<file path="src/rtl/asi_pkg.sv">
// rtl/asi_pkg.sv - AXI field widths, burst types and master-write shared types
package asi_pkg;
  localparam int AXI_IW     = 4;
  localparam int AXI_AW     = 32;
  localparam int AXI_LW     = 8;
  localparam int AXI_SW     = 3;
  localparam int AXI_BURSTW = 2;
  localparam int AXI_DW     = 32;
  localparam int AXI_WSTRBW = AXI_DW / 8;
  localparam int AXI_BRESPW = 2;

  localparam logic [AXI_BURSTW-1:0] BT_FIXED    = 2'b00;
  localparam logic [AXI_BURSTW-1:0] BT_INCR     = 2'b01;
  localparam logic [AXI_BURSTW-1:0] BT_WRAP     = 2'b10;
  localparam logic [AXI_BURSTW-1:0] BT_RESERVED = 2'b11;

  localparam int MST_OD_DFLT = 4;
  localparam int MST_BYTEW   = AXI_DW / 8;

  typedef enum logic {W_IDLE, W_BURST} w_phase_e;
endpackage

</file>
<file path="src/rtl/sfifo.sv">
// rtl/sfifo.sv - single-clock show-ahead FIFO with registered empty/full
module sfifo #(
  parameter int AW = 2,
  parameter int DW = 8
) (
  input  logic          clk,
  input  logic          resetn,
  input  logic          push,
  input  logic [DW-1:0] wdata,
  input  logic          pop,
  output logic [DW-1:0] rdata,
  output logic          empty,
  output logic          full
);
  localparam int DEPTH = 1 << AW;

  logic [DW-1:0] mem [DEPTH];
  logic [AW-1:0] wptr, rptr;
  logic [AW:0]   cnt, cnt_nx;
  logic          do_push, do_pop;

  assign do_push = push & ~full;
  assign do_pop  = pop & ~empty;
  assign rdata   = mem[rptr];

  always_comb begin
    cnt_nx = cnt;
    if (do_push & ~do_pop)      cnt_nx = cnt + 1'b1;
    else if (~do_push & do_pop) cnt_nx = cnt - 1'b1;
  end

  always_ff @(posedge clk) begin
    if (!resetn) begin
      wptr  <= '0;
      rptr  <= '0;
      cnt   <= '0;
      empty <= 1'b1;
      full  <= 1'b0;
    end else begin
      if (do_push) wptr <= wptr + 1'b1;
      if (do_pop)  rptr <= rptr + 1'b1;
      cnt   <= cnt_nx;
      empty <= (cnt_nx == '0);
      full  <= (cnt_nx == (AW+1)'(DEPTH));
    end
  end

  always_ff @(posedge clk) begin
    if (do_push) mem[wptr] <= wdata;
  end
endmodule

</file>
<file path="src/rtl/ami_w.sv">
// rtl/ami_w.sv - AXI4 master write interface with in-order outstanding bursts
module ami_w
  import asi_pkg::*;
#(
  parameter int MST_OD = MST_OD_DFLT
) (
  input  logic                  ACLK,
  input  logic                  ARESETn,
  output logic [AXI_IW-1:0]     AWID,
  output logic [AXI_AW-1:0]     AWADDR,
  output logic [AXI_LW-1:0]     AWLEN,
  output logic [AXI_SW-1:0]     AWSIZE,
  output logic [AXI_BURSTW-1:0] AWBURST,
  output logic                  AWVALID,
  input  logic                  AWREADY,
  output logic [AXI_DW-1:0]     WDATA,
  output logic [AXI_WSTRBW-1:0] WSTRB,
  output logic                  WLAST,
  output logic                  WVALID,
  input  logic                  WREADY,
  input  logic [AXI_IW-1:0]     BID,
  input  logic [AXI_BRESPW-1:0] BRESP,
  input  logic                  BVALID,
  output logic                  BREADY,
  input  logic [AXI_IW-1:0]     u_cmd_id,
  input  logic [AXI_AW-1:0]     u_cmd_addr,
  input  logic [AXI_LW-1:0]     u_cmd_len,
  input  logic [AXI_SW-1:0]     u_cmd_size,
  input  logic [AXI_BURSTW-1:0] u_cmd_burst,
  input  logic                  u_cmd_valid,
  output logic                  u_cmd_ready,
  output logic                  u_cmd_err,
  input  logic [AXI_DW-1:0]     u_wdata,
  input  logic [AXI_WSTRBW-1:0] u_wstrb,
  input  logic                  u_wvalid,
  output logic                  u_wready,
  output logic [AXI_IW-1:0]     u_bid,
  output logic [AXI_BRESPW-1:0] u_bresp,
  output logic                  u_bvalid,
  input  logic                  u_bready,
  output logic                  u_busy
);
  localparam int CW       = $clog2(MST_OD + 1);
  localparam int SIZE_MAX = $clog2(MST_BYTEW);

  logic [CW-1:0]     cnt;
  logic              cmd_acc, cmd_bad, cmd_ok, b_hs;
  logic              lff_pop, lff_empty, lff_full;
  logic [AXI_LW-1:0] lff_rdata;
  w_phase_e          w_q, w_nx;
  logic [AXI_LW-1:0] beat_q, beat_nx, len_q, len_nx;

  assign u_cmd_ready = ~(AWVALID & ~AWREADY) & (cnt < CW'(MST_OD)) & ~lff_full;
  assign cmd_acc     = u_cmd_valid & u_cmd_ready;
  assign cmd_bad     = (u_cmd_size > AXI_SW'(SIZE_MAX)) | (u_cmd_burst == BT_RESERVED);
  assign cmd_ok      = cmd_acc & ~cmd_bad;
  assign BREADY      = ~u_bvalid | u_bready;
  assign b_hs        = BVALID & BREADY;
  assign u_busy      = (cnt != '0) | AWVALID;
  assign WDATA       = u_wdata;
  assign WSTRB       = u_wstrb;

  sfifo #(.AW($clog2(MST_OD)), .DW(AXI_LW)) u_len_fifo (
    .clk(ACLK), .resetn(ARESETn), .push(cmd_ok), .wdata(u_cmd_len),
    .pop(lff_pop), .rdata(lff_rdata), .empty(lff_empty), .full(lff_full)
  );

  always_ff @(posedge ACLK) begin
    if (!ARESETn) begin
      AWVALID <= 1'b0;
      AWID <= '0; AWADDR <= '0; AWLEN <= '0; AWSIZE <= '0; AWBURST <= '0;
      u_cmd_err <= 1'b0;
      u_bvalid <= 1'b0; u_bid <= '0; u_bresp <= '0;
      cnt <= '0;
    end else begin
      u_cmd_err <= cmd_acc & cmd_bad;
      if (cmd_ok) begin
        AWVALID <= 1'b1;
        AWID <= u_cmd_id; AWADDR <= u_cmd_addr; AWLEN <= u_cmd_len;
        AWSIZE <= u_cmd_size; AWBURST <= u_cmd_burst;
      end else if (AWREADY) begin
        AWVALID <= 1'b0;
      end
      if (b_hs) begin
        u_bvalid <= 1'b1; u_bid <= BID; u_bresp <= BRESP;
      end else if (u_bready) begin
        u_bvalid <= 1'b0;
      end
      // A stray B at zero outstanding is forwarded but must not wrap the count
      if (cmd_ok && !(b_hs && cnt != '0))      cnt <= cnt + 1'b1;
      else if (!cmd_ok && b_hs && cnt != '0)  cnt <= cnt - 1'b1;
    end
  end

  always_ff @(posedge ACLK) begin
    if (!ARESETn) begin
      w_q <= W_IDLE; beat_q <= '0; len_q <= '0;
    end else begin
      w_q <= w_nx; beat_q <= beat_nx; len_q <= len_nx;
    end
  end

  always_comb begin
    w_nx = w_q; beat_nx = beat_q; len_nx = len_q;
    lff_pop = 1'b0; WVALID = 1'b0; u_wready = 1'b0; WLAST = 1'b0;
    case (w_q)
      W_IDLE: if (!lff_empty) begin
        lff_pop = 1'b1; beat_nx = '0; len_nx = lff_rdata; w_nx = W_BURST;
      end
      W_BURST: begin
        WVALID = u_wvalid; u_wready = WREADY; WLAST = (beat_q == len_q);
        if (u_wvalid & WREADY) begin
          if (WLAST) begin
            // Reload straight from the FIFO so consecutive bursts have no bubble
            if (!lff_empty) begin
              lff_pop = 1'b1; beat_nx = '0; len_nx = lff_rdata;
            end else begin
              w_nx = W_IDLE;
            end
          end else begin
            beat_nx = beat_q + 1'b1;
          end
        end
      end
      default: w_nx = W_IDLE;
    endcase
  end
endmodule

</file>
<file path="config.mk">
export PLATFORM = sky130hd
export DESIGN_NAME = ami_w
export DESIGN_NICKNAME = d
export VERILOG_FILES = /design/src/rtl/asi_pkg.sv /design/src/rtl/sfifo.sv /design/src/rtl/ami_w.sv
export SDC_FILE = /design/constraint.sdc
export NUM_CORES = 1
export LEC_CHECK = 0
export BUFFER_PORTS_ARGS = -buffer_cell sky130_fd_sc_hd__buf_2
export CAP_MARGIN = 20
export CORE_ASPECT_RATIO = 0.8
export CORE_MARGIN = 8
export CORE_UTILIZATION = 53
export CTS_CLUSTER_SIZE = 24
export DETAILED_ROUTE_END_ITERATION = 12
export GPL_TIMING_DRIVEN = 1
export HOLD_SLACK_MARGIN = 0.15
export PLACE_DENSITY_LB_ADDON = 0.12
export SETUP_SLACK_MARGIN = 0.2
export SYNTH_ARGS = -nofsm -noshare
export SYNTH_HDL_FRONTEND = slang
export SYNTH_SLANG_ARGS = --single-unit
</file>
<file path="constraint.sdc">
create_clock -name ACLK -period 7.4 [get_ports ACLK]
set_clock_uncertainty 0.15 [all_clocks]
set_input_delay 1.48 -clock ACLK [delete_from_list [all_inputs] [get_ports ACLK]]
set_output_delay 1.48 -clock ACLK [all_outputs]
set_load 0.005 [all_outputs]
</file>
After elaboration in Yosys (flattened, before gate mapping)
Memory sizes are Yosys's and may differ from the RTL's. A register that Yosys moved wholly into a read port is not among the register bits.
Cells that the tools add are included.
{ "word_totals": {"latch_bits": 0, "in_bits": 99, "romBits": 0, "register_bits": 87, "out_inout_bits": 100, "ramBits": 32, "mem_count": 1} }
{ "op_classes": {"n_mul": 0, "n_eq_ne": 5, "div_mod_pow": 0, "shift": 0, "n_addsub": 7, "muxes": 30, "magnitude_cmp": 2, "n_bitwise": 24, "reduce_logical": 12} }
{ "mem_list": {"columns": ["name", "depth", "width", "rd", "rd_ports_with_merged_regs", "wr", "line_no", "text"], "rows": [
  ["u_len_fifo.mem", 4, 8, 1, 1, 1, "sfifo.sv:17", "logic [DW-1:0] mem [DEPTH];"]
]} }
{ "ops": {"columns": ["operator", "n"], "rows": [
  ["$mux 8", 6],
  ["$pmux 8 s2", 2],
  ["$mux 1", 14],
  ["$and 1x1->1", 12],
  ["$mux 3", 4],
  ["$not 1->1", 9],
  ["$add 8x1->8 const B", 1],
  ["$eq 8x8->1", 1],
  ["$add 3x1->3 const B", 2],
  ["$reduce_bool 2->1", 3],
  ["$sub 3x1->3 const B", 2],
  ["$add 2x1->2 const B", 2],
  ["$logic_and 1x1->1", 4],
  ["$mux 2", 2],
  ["$ne 2x1->1 const B", 2],
  ["$pmux 1 s2", 2],
  ["$eq 3x3->1 const B", 1],
  ["$gt 3x2->1 const B", 1],
  ["$logic_not 3->1", 1],
  ["$lt 3x3->1 const B", 1],
  ["$or 1x1->1", 3],
  ["$reduce_bool 3->1", 1],
  ["$eq 2x2->1 const B", 1],
  ["$logic_not 1->1", 2],
  ["$reduce_and 2->1", 1]
]} }

Depth between registers and ports, before layout
Gate-level depths: netlist of run 1.
{ "logic_depth": {"depth_word": 13, "mapped_depth": 10, "depth_no_buf": 7} }

Hierarchy
Synthesis of run 1 repeated with hierarchy kept, for this count alone.
{ "unflattened": {"cells_unflattened": 530, "area_unflattened_um2": 5382.7} }
{ "modules_own_cells": {"columns": ["mod", "seq_area_each_um2", "area_each_um2", "instances", "cells_per_inst"], "rows": [
  ["ami_w", 1561.5, 3593.4, 1, 421],
  ["sfifo", 1181.1, 1789.2, 1, 109]
]} }

Worst setup path before layout of run 1
OpenSTA, ideal clock, no wires.
{ "synth_timing": {"path_kind": "input to register", "start": "input u_cmd_size[1]", "end": "register cnt[2]", "n_path_buf": 3, "slack_ns": 3.445, "required_ns": 7.134, "setup_time_ns": 0.116, "path_stages": 10, "t_arrival_ns": 3.690, "cell_sequence": "a221oi_4 and4_1 buf_2 buf_2 clkbuf_1 nand2_1 fa_1 and3_1 or3_1 and3_1"} }
{ "synth_via": {"elab_chain_len": 8, "word_cells_on_any_way": 10} }
{ "synth_rtl": {"columns": ["item", "line_no", "text"], "rows": [
  ["start: declaration", "ami_w.sv:28", "input logic [AXI_SW-1:0] u_cmd_size,"],
  ["$gt 3x2->1 (*)", "ami_w.sv:55", "assign cmd_bad = (u_cmd_size > AXI_SW'(SIZE_MAX)) | (u_cmd_burst == BT_RESERVED);"],
  ["$or 1x1->1 (*)", "ami_w.sv:55", null],
  ["$not 1->1 (*)", "ami_w.sv:56", "assign cmd_ok = cmd_acc & ~cmd_bad;"],
  ["$and 1x1->1 (*)", "ami_w.sv:56", null],
  ["$logic_not 1->1", "ami_w.sv:91", "else if (!cmd_ok && b_hs && cnt != '0) cnt <= cnt - 1'b1;"],
  ["$logic_and 1x1->1 (2 in series)", "ami_w.sv:91", null],
  ["$reduce_bool 2->1 (no line)", null, null],
  ["end signal: assignment", "ami_w.sv:90", "if (cmd_ok && !(b_hs && cnt != '0)) cnt <= cnt + 1'b1;"],
  ["end signal: assignment", "ami_w.sv:91", null],
  ["end: declaration", "ami_w.sv:46", "logic [CW-1:0] cnt;"]
]} }
Every way passes the cells marked *; elsewhere a longest branch is shown, timed or not.
A chain may end at the register's enable or synchronous reset.

Worst setup path after layout of run 1
{ "layout_timing": {"start": "input u_cmd_size[1]", "end": "register u_len_fifo.empty"} }
{ "layout_via": {"elab_chain_len": 10, "word_cells_on_any_way": 11} }
{ "layout_rtl": {"columns": ["item", "line_no", "text"], "rows": [
  ["$gt 3x2->1 (*)", "ami_w.sv:55", null],
  ["$or 1x1->1 (*)", "ami_w.sv:55", null],
  ["$not 1->1 (*)", "ami_w.sv:56", null],
  ["$and 1x1->1 (*)", "ami_w.sv:56", null],
  ["$and 1x1->1 (*)", "sfifo.sv:22", "assign do_push = push & ~full;"],
  ["$not 1->1", "sfifo.sv:29", "else if (~do_push & do_pop) cnt_nx = cnt - 1'b1;"],
  ["$and 1x1->1", "sfifo.sv:29", null],
  ["$mux 3", "sfifo.sv:29", null],
  ["$mux 3 (*)", "sfifo.sv:28", "if (do_push & ~do_pop) cnt_nx = cnt + 1'b1;"],
  ["$logic_not 3->1 (*)", "sfifo.sv:43", "empty <= (cnt_nx == '0);"],
  ["end signal: assignment", "sfifo.sv:43", null],
  ["end: declaration", "sfifo.sv:12", "output logic empty,"]
]} }
Marks and branches as above.

==> flow_summary.toml, run 1 <==
[run_status]
run_status = "finished clean"

[clock_network]
clockRootBuffer = "clkbuf_16"
clk_path_buf_depth = 2
clk_latency_ns = 0.40
cts_resized = 0
cts_hold_buf = 0
clkTransAtPathRegs_ns = 0.06
htreeDepth = 4
numCtsBuffers = 17
cts_sinks = 121
cts_setup_buffers = 0
cts_tree = "yes"

[finish]
final_nets = 714
final_util_pct = 65.5
nFillCells = 767
mostFrequentLayoutCell = "buf_2"
ff_latch_area_mm2 = 0.00274
final_area_mm2 = 0.00632
multi_input_area_mm2 = 0.00211
syn_to_final_growth_pct = 19.8
final_cell_mix = "126 x buf_2, 125 x nand2_1, 89 x dfxtp_1, 55 x a21boi_0, 32 x edfxtp_1"
final_layout_size_suffix_gt1_share_pct = 27.9
stdcell_count = 757

[routing]
drc_errors = 0
routedWlPerCell_um = 15.8
ant_nets = 0
drt-pass1-iter-count = 4
viasPerCell = 5.15
drt_iter0_drc = 305
vias = 3896
wl_mm = 12.0

[synth]
synth_compound_area_share_pct = 13.5
synthAdderAreaFrac_pct = 2.23
synth_edf_count = 32
synth-main-ff-cell = "dfxtp_1"
synthArstFlopShare_pct = 0
syn_nets = 632
synthSimpleGateAreaFrac_pct = 17.6
synth-seq-cells = 121
synth_top_family_by_area = "simple AND/OR/NAND/NOR gates"
synth_area_per_cell_um2 = 10.1
synth_area_mm2 = 0.00528
ys_warn_count = 0
yosysTopAreaCellShare_pct = 33.8
syn-instance-count = 525
netlist_top_cells_area = "dfxtp_1 34%, edfxtp_1 18%, nand2_1 8.9%"
post_synth_mux_area_share_pct = 4.17
ys_seq_area_share_pct = 52.0
ys_types = 53
synth_xor_xnor_area_share_pct = 2.49
yosys.area.top_type = "dfxtp_1"

[pwr]
powerDensity_mw_per_mm2 = 327
peakVddDrop_uv = 208
clkPwrFrac_pct = 40.3
power.leakage_nw = 2.57
internal-power_mw = 1.48
finalPower_mw = 2.07
combPwrFrac_pct = 20.3
switching_share_pct = 28.7
switchingPower_uw = 593
seqPwrFrac_pct = 39.4

[timing]
rsz0062_at_grt = "no"
period_needed_ns = 3.93
fin_crit_sh_pct = 53.1
setup_violations = 0
maxSlewHeadroom_pct = 40.3
fin_tns_setup_ns = 0
slew_viol_final = 0
worstMarginPinSlew_ns = 0.896
hold_viol = 0
worst_hold_slack_ns = 0.304
fmax_mhz = 254
timing.final.ws_setup_ns = 3.47

[grt]
grt_max_degree = 91
grt_first_pass_wirelength_mm = 20.0
grt_pass1_vias = 4077
grt_remaining_overflow = 0
grt_usage_pct = 18.3
antenna_found_initial = 0

[worst_setup_path]
r2r-start = "cnt[2]$_SDFFE_PN0P_"
cp-start-kind = "input pin"
reg2reg_depth = 5
worstPathRequired_ns = 7.50
end_kind = "flop"
crit_type = "in2reg"
r2r_setup_slack_ns = 4.60
cp_max_fo = 64
r2r_end = "u_len_fifo.empty$_SDFF_PN1_"
cp.arrival_ns = 4.03

[place]
hpwlAfterDp_mm = 8.25
placed_area_mm2 = 0.00570
gp_congestion = 0.781
placed_cells = 723
io_buffer_count = 126
place_ws_ns = 2.71

[die]
row_count = 32
dieArea_mm2 = 0.0134
die_x_um = 128
core_mm2 = 0.00965
die_h_um = 105
num_io_pins = 199
start_util_pct = 54.7

[hold_path]
min_path_cells = 2
hp-start = "AWADDR[29]$_SDFFE_PN0P_"
hold-path-endpoint = "AWADDR[29]$_SDFFE_PN0P_"
hold_class = "reg2reg"

[job]
drv_cap = 0
synthesized netlist by cell type (6+ instances only):
cell type	instances
buf_4	36
clkbuf_1	18
xnor2_1	14
edfxtp_1	32
and3_1	7
nor2_1	8
dfxtp_1	89
nand2_1	125
nand3_1	14
a21boi_1	10
ha_1	7
inv_1	10
mux4_2	8
a21boi_0	55
a21oi_1	6
and2_1	18
buf_2	8
layout make-up:
type | instances | share of cell area (%)
Antenna cell | 1 | 0.0396
Clock buffer | 17 | 6.73
Clock inverter | 15 | 2.77
Inverter | 10 | 0.594
Multi-Input combinational cell | 329 | 33.4
Sequential cell | 121 | 43.4
Tap cell | 136 | 2.69
Timing Repair Buffer | 128 | 10.4
per-layer routing:
layer,wire length (um),GRT usage [%]
met1,5210,21.6
met4,170,6.60
met3,1060,8.81
met5,0,0
met2,5550,28.6
critical path, stage by stage:
cell,delay (ns)
buf_2,0.12
a221oi_4,0.46
nand4_4,0.76
or4_4,0.78
a31oi_1,0.30
o31ai_2,0.10
worst max-delay path by stage:
| stage | startpoint | to |
|---|---|---|
| after floorplan | u_cmd_size[1] | cnt[2]$_SDFFE_PN0P_ |
| after global routing | u_cmd_size[0] | u_len_fifo.empty$_SDFF_PN1_ |
| after CTS | u_cmd_size[1] | cnt[2]$_SDFFE_PN0P_ |
| after detailed placement | u_cmd_size[1] | cnt[2]$_SDFFE_PN0P_ |
| after global placement | u_cmd_size[1] | cnt[2]$_SDFFE_PN0P_ |
| final | u_cmd_size[1] | u_len_fifo.empty$_SDFF_PN1_ |
cells by family (layout without fill, tap and decap cells):
| kind of cell | after synthesis | after routing |
|---|---|---|
| mux | 12 | 12 |
| simple gates | 199 | 199 |
| xor+xnor | 15 | 15 |
| buf+inv | 75 | 170 |
| flops | 121 | 121 |
| compound gates | 94 | 94 |
| fa+ha+maj | 9 | 9 |
| other cells | 0 | 1 |
power by group through the flow:
stage / clock network [mW] / logic [mW] / registers, mW
finish: 0.834 / 0.421 / 0.815
global route: 0.880 / 0.471 / 0.826
CTS: 0.847 / 0.418 / 0.816
detailed placement: 0 / 0.415 / 0.828
global placement: 0 / 0.402 / 0.825
floorplan: 0 / 0.332 / 0.804
sequential cells by signal, indices dropped and copies added (netlist names), 3 cells and up, named ones only:
| signal | flops |
|---|---|
| AWADDR | 32 |
| AWID | 4 |
| AWLEN | 8 |
| AWSIZE | 3 |
| beat_q | 8 |
| cnt | 3 |
| len_q | 8 |
| u_bid | 4 |
| u_len_fifo.cnt | 3 |
| u_len_fifo.mem | 32 |
(Power assumes the default switching activity.)
==> run 2, diff against run 1 <==
--- a/config.mk
+++ b/config.mk
@@ -9,7 +9,7 @@
 export CAP_MARGIN = 20
 export CORE_ASPECT_RATIO = 0.8
 export CORE_MARGIN = 8
-export CORE_UTILIZATION = 53
+export CORE_UTILIZATION = 49
 export CTS_CLUSTER_SIZE = 24
 export DETAILED_ROUTE_END_ITERATION = 12
 export GPL_TIMING_DRIVEN = 1
==> constraint.sdc (replaced) <==
create_clock -name ACLK -period 4.1 [get_ports ACLK]
set_clock_uncertainty 0.15 [all_clocks]
set_input_delay 0.82 -clock ACLK [delete_from_list [all_inputs] [get_ports ACLK]]
set_output_delay 0.82 -clock ACLK [all_outputs]
set_load 0.005 [all_outputs]
==> flow_summary.toml, run 2 (synthesis results as in run 1) <==
[run_status]
run_status = "finished clean"

[routing]
ant_nets = 0
drc_errors = 0
drt_iter0_drc = 206
viasPerCell = 5.11
vias = 3907
wl_mm = 12.1
routedWlPerCell_um = 15.9
drt-pass1-iter-count = 4

[worst_setup_path]
cp.arrival_ns = 2.60
end_kind = "flop"
cp_max_fo = 59
crit_type = "in2reg"
worstPathRequired_ns = 4.01
cp-start-kind = "input pin"

[clock_network]
numCtsBuffers = 17
cts_sinks = 121
cts_resized = 0
htreeDepth = 4
cts_setup_buffers = 0
cts_hold_buf = 0
clockRootBuffer = "clkbuf_16"
clkTransAtPathRegs_ns = 0.06
cts_tree = "yes"
clk_latency_ns = 0.40
clk_path_buf_depth = 2

[finish]
final_util_pct = 59.1
mostFrequentLayoutCell = "buf_2"
final_nets = 715
n_antenna_cell = 0
final_area_mm2 = 0.00631
final_cell_mix = "126 x buf_2, 125 x nand2_1, 89 x dfxtp_1, 55 x a21boi_0, 32 x edfxtp_1"
syn_to_final_growth_pct = 19.5
reg_top3 = "AWADDR x32, u_len_fifo.mem x32"
final_layout_size_suffix_gt1_share_pct = 27.9

[grt]
grt_usage_pct = 17.0
grt_remaining_overflow = 0
grt_max_degree = 63
grt_first_pass_wirelength_mm = 19.8
grt_pass1_vias = 4007
antenna_found_initial = 1

[timing]
maxSlewHeadroom_pct = 39.1
rsz0062_at_grt = "no"
worstMarginPinSlew_ns = 0.913
fin_crit_sh_pct = 65.6
slew_viol_final = 0
fmax_mhz = 372
period_needed_ns = 2.69
fin_tns_setup_ns = 0
setup_violations = 0
hold_viol = 0
timing.final.ws_setup_ns = 1.41

[hold_path]
hold_class = "reg2reg"

[pwr]
finalPower_mw = 3.67
powerDensity_mw_per_mm2 = 582
power.leakage_nw = 2.55
peakVddDrop_uv = 321

[die]
die_x_um = 132
dieArea_mm2 = 0.0144
row_count = 34
num_io_pins = 199
start_util_pct = 49.4
core_mm2 = 0.0107
die_h_um = 109

[place]
gp_congestion = 0.750
placed_area_mm2 = 0.00572
hpwlAfterDp_mm = 8.78
io_buffer_count = 126
place_ws_ns = 0.970

[job]
drv_cap = 0
==> run 2: path summary, 6_finish.rpt <==
| check | start | to | slack [ns] | cells past startpoint |
|---|---|---|---|---|
| worst min register to register | AWLEN[5]$_SDFFE_PN0P_ | AWLEN[5]$_SDFFE_PN0P_ | 0.30 | 2 |
| worst max-delay path | u_cmd_size[1] | u_len_fifo.mem[3][7]$_DFFE_PP_ | 1.41 | 5 |
| worst min-delay path | AWLEN[5]$_SDFFE_PN0P_ | AWLEN[5]$_SDFFE_PN0P_ | 0.30 | 2 |
| worst max register to register | beat_q[4]$_SDFFE_PN0P_ | u_len_fifo.cnt[1]$_SDFF_PN0_ | 1.45 | 6 |
==> run 2: per-stage QoR <==
step                cells  hold slack (ns)
global placement      733            0.288
floorplan             525            0.301
finish                765            0.297
CTS                   765            0.300
global route          765            0.333
detailed placement    733            0.291
==> run 2: worst max-delay path, stage by stage <==
cell and delay [ns]:
buf_2 0.12, a221oi_4 0.39, and4_2 0.30, buf_4 0.49, and2_1 0.44
==> run 2: final cells by class <==
class	instances	area, um2
clock inverter	12	145
fill	910	4370
inverter	10	37.5
tap	144	180
clock buffer	20	437
multi-input combinational	329	2110
timing repair buffer	129	653
sequential	121	2740
==> run 2: routing by layer <==
metal	share of wire (%)	up-vias	GRT usage (%)
li1	-	1929	-
met3	7.5	31	7.09
met4	1.9	2	6.95
met2	44	125	25.2
met1	46	1820	21.7
met5	0.082	-	0
==> run 2: where the power goes <==
group	switching, mW	total [mW]	leakage [nW]	internal [mW]
logic	0.407	0.758	1.27	0.351
registers	0.113	1.47	1.01	1.35
clock network	0.539	1.44	0.269	0.903
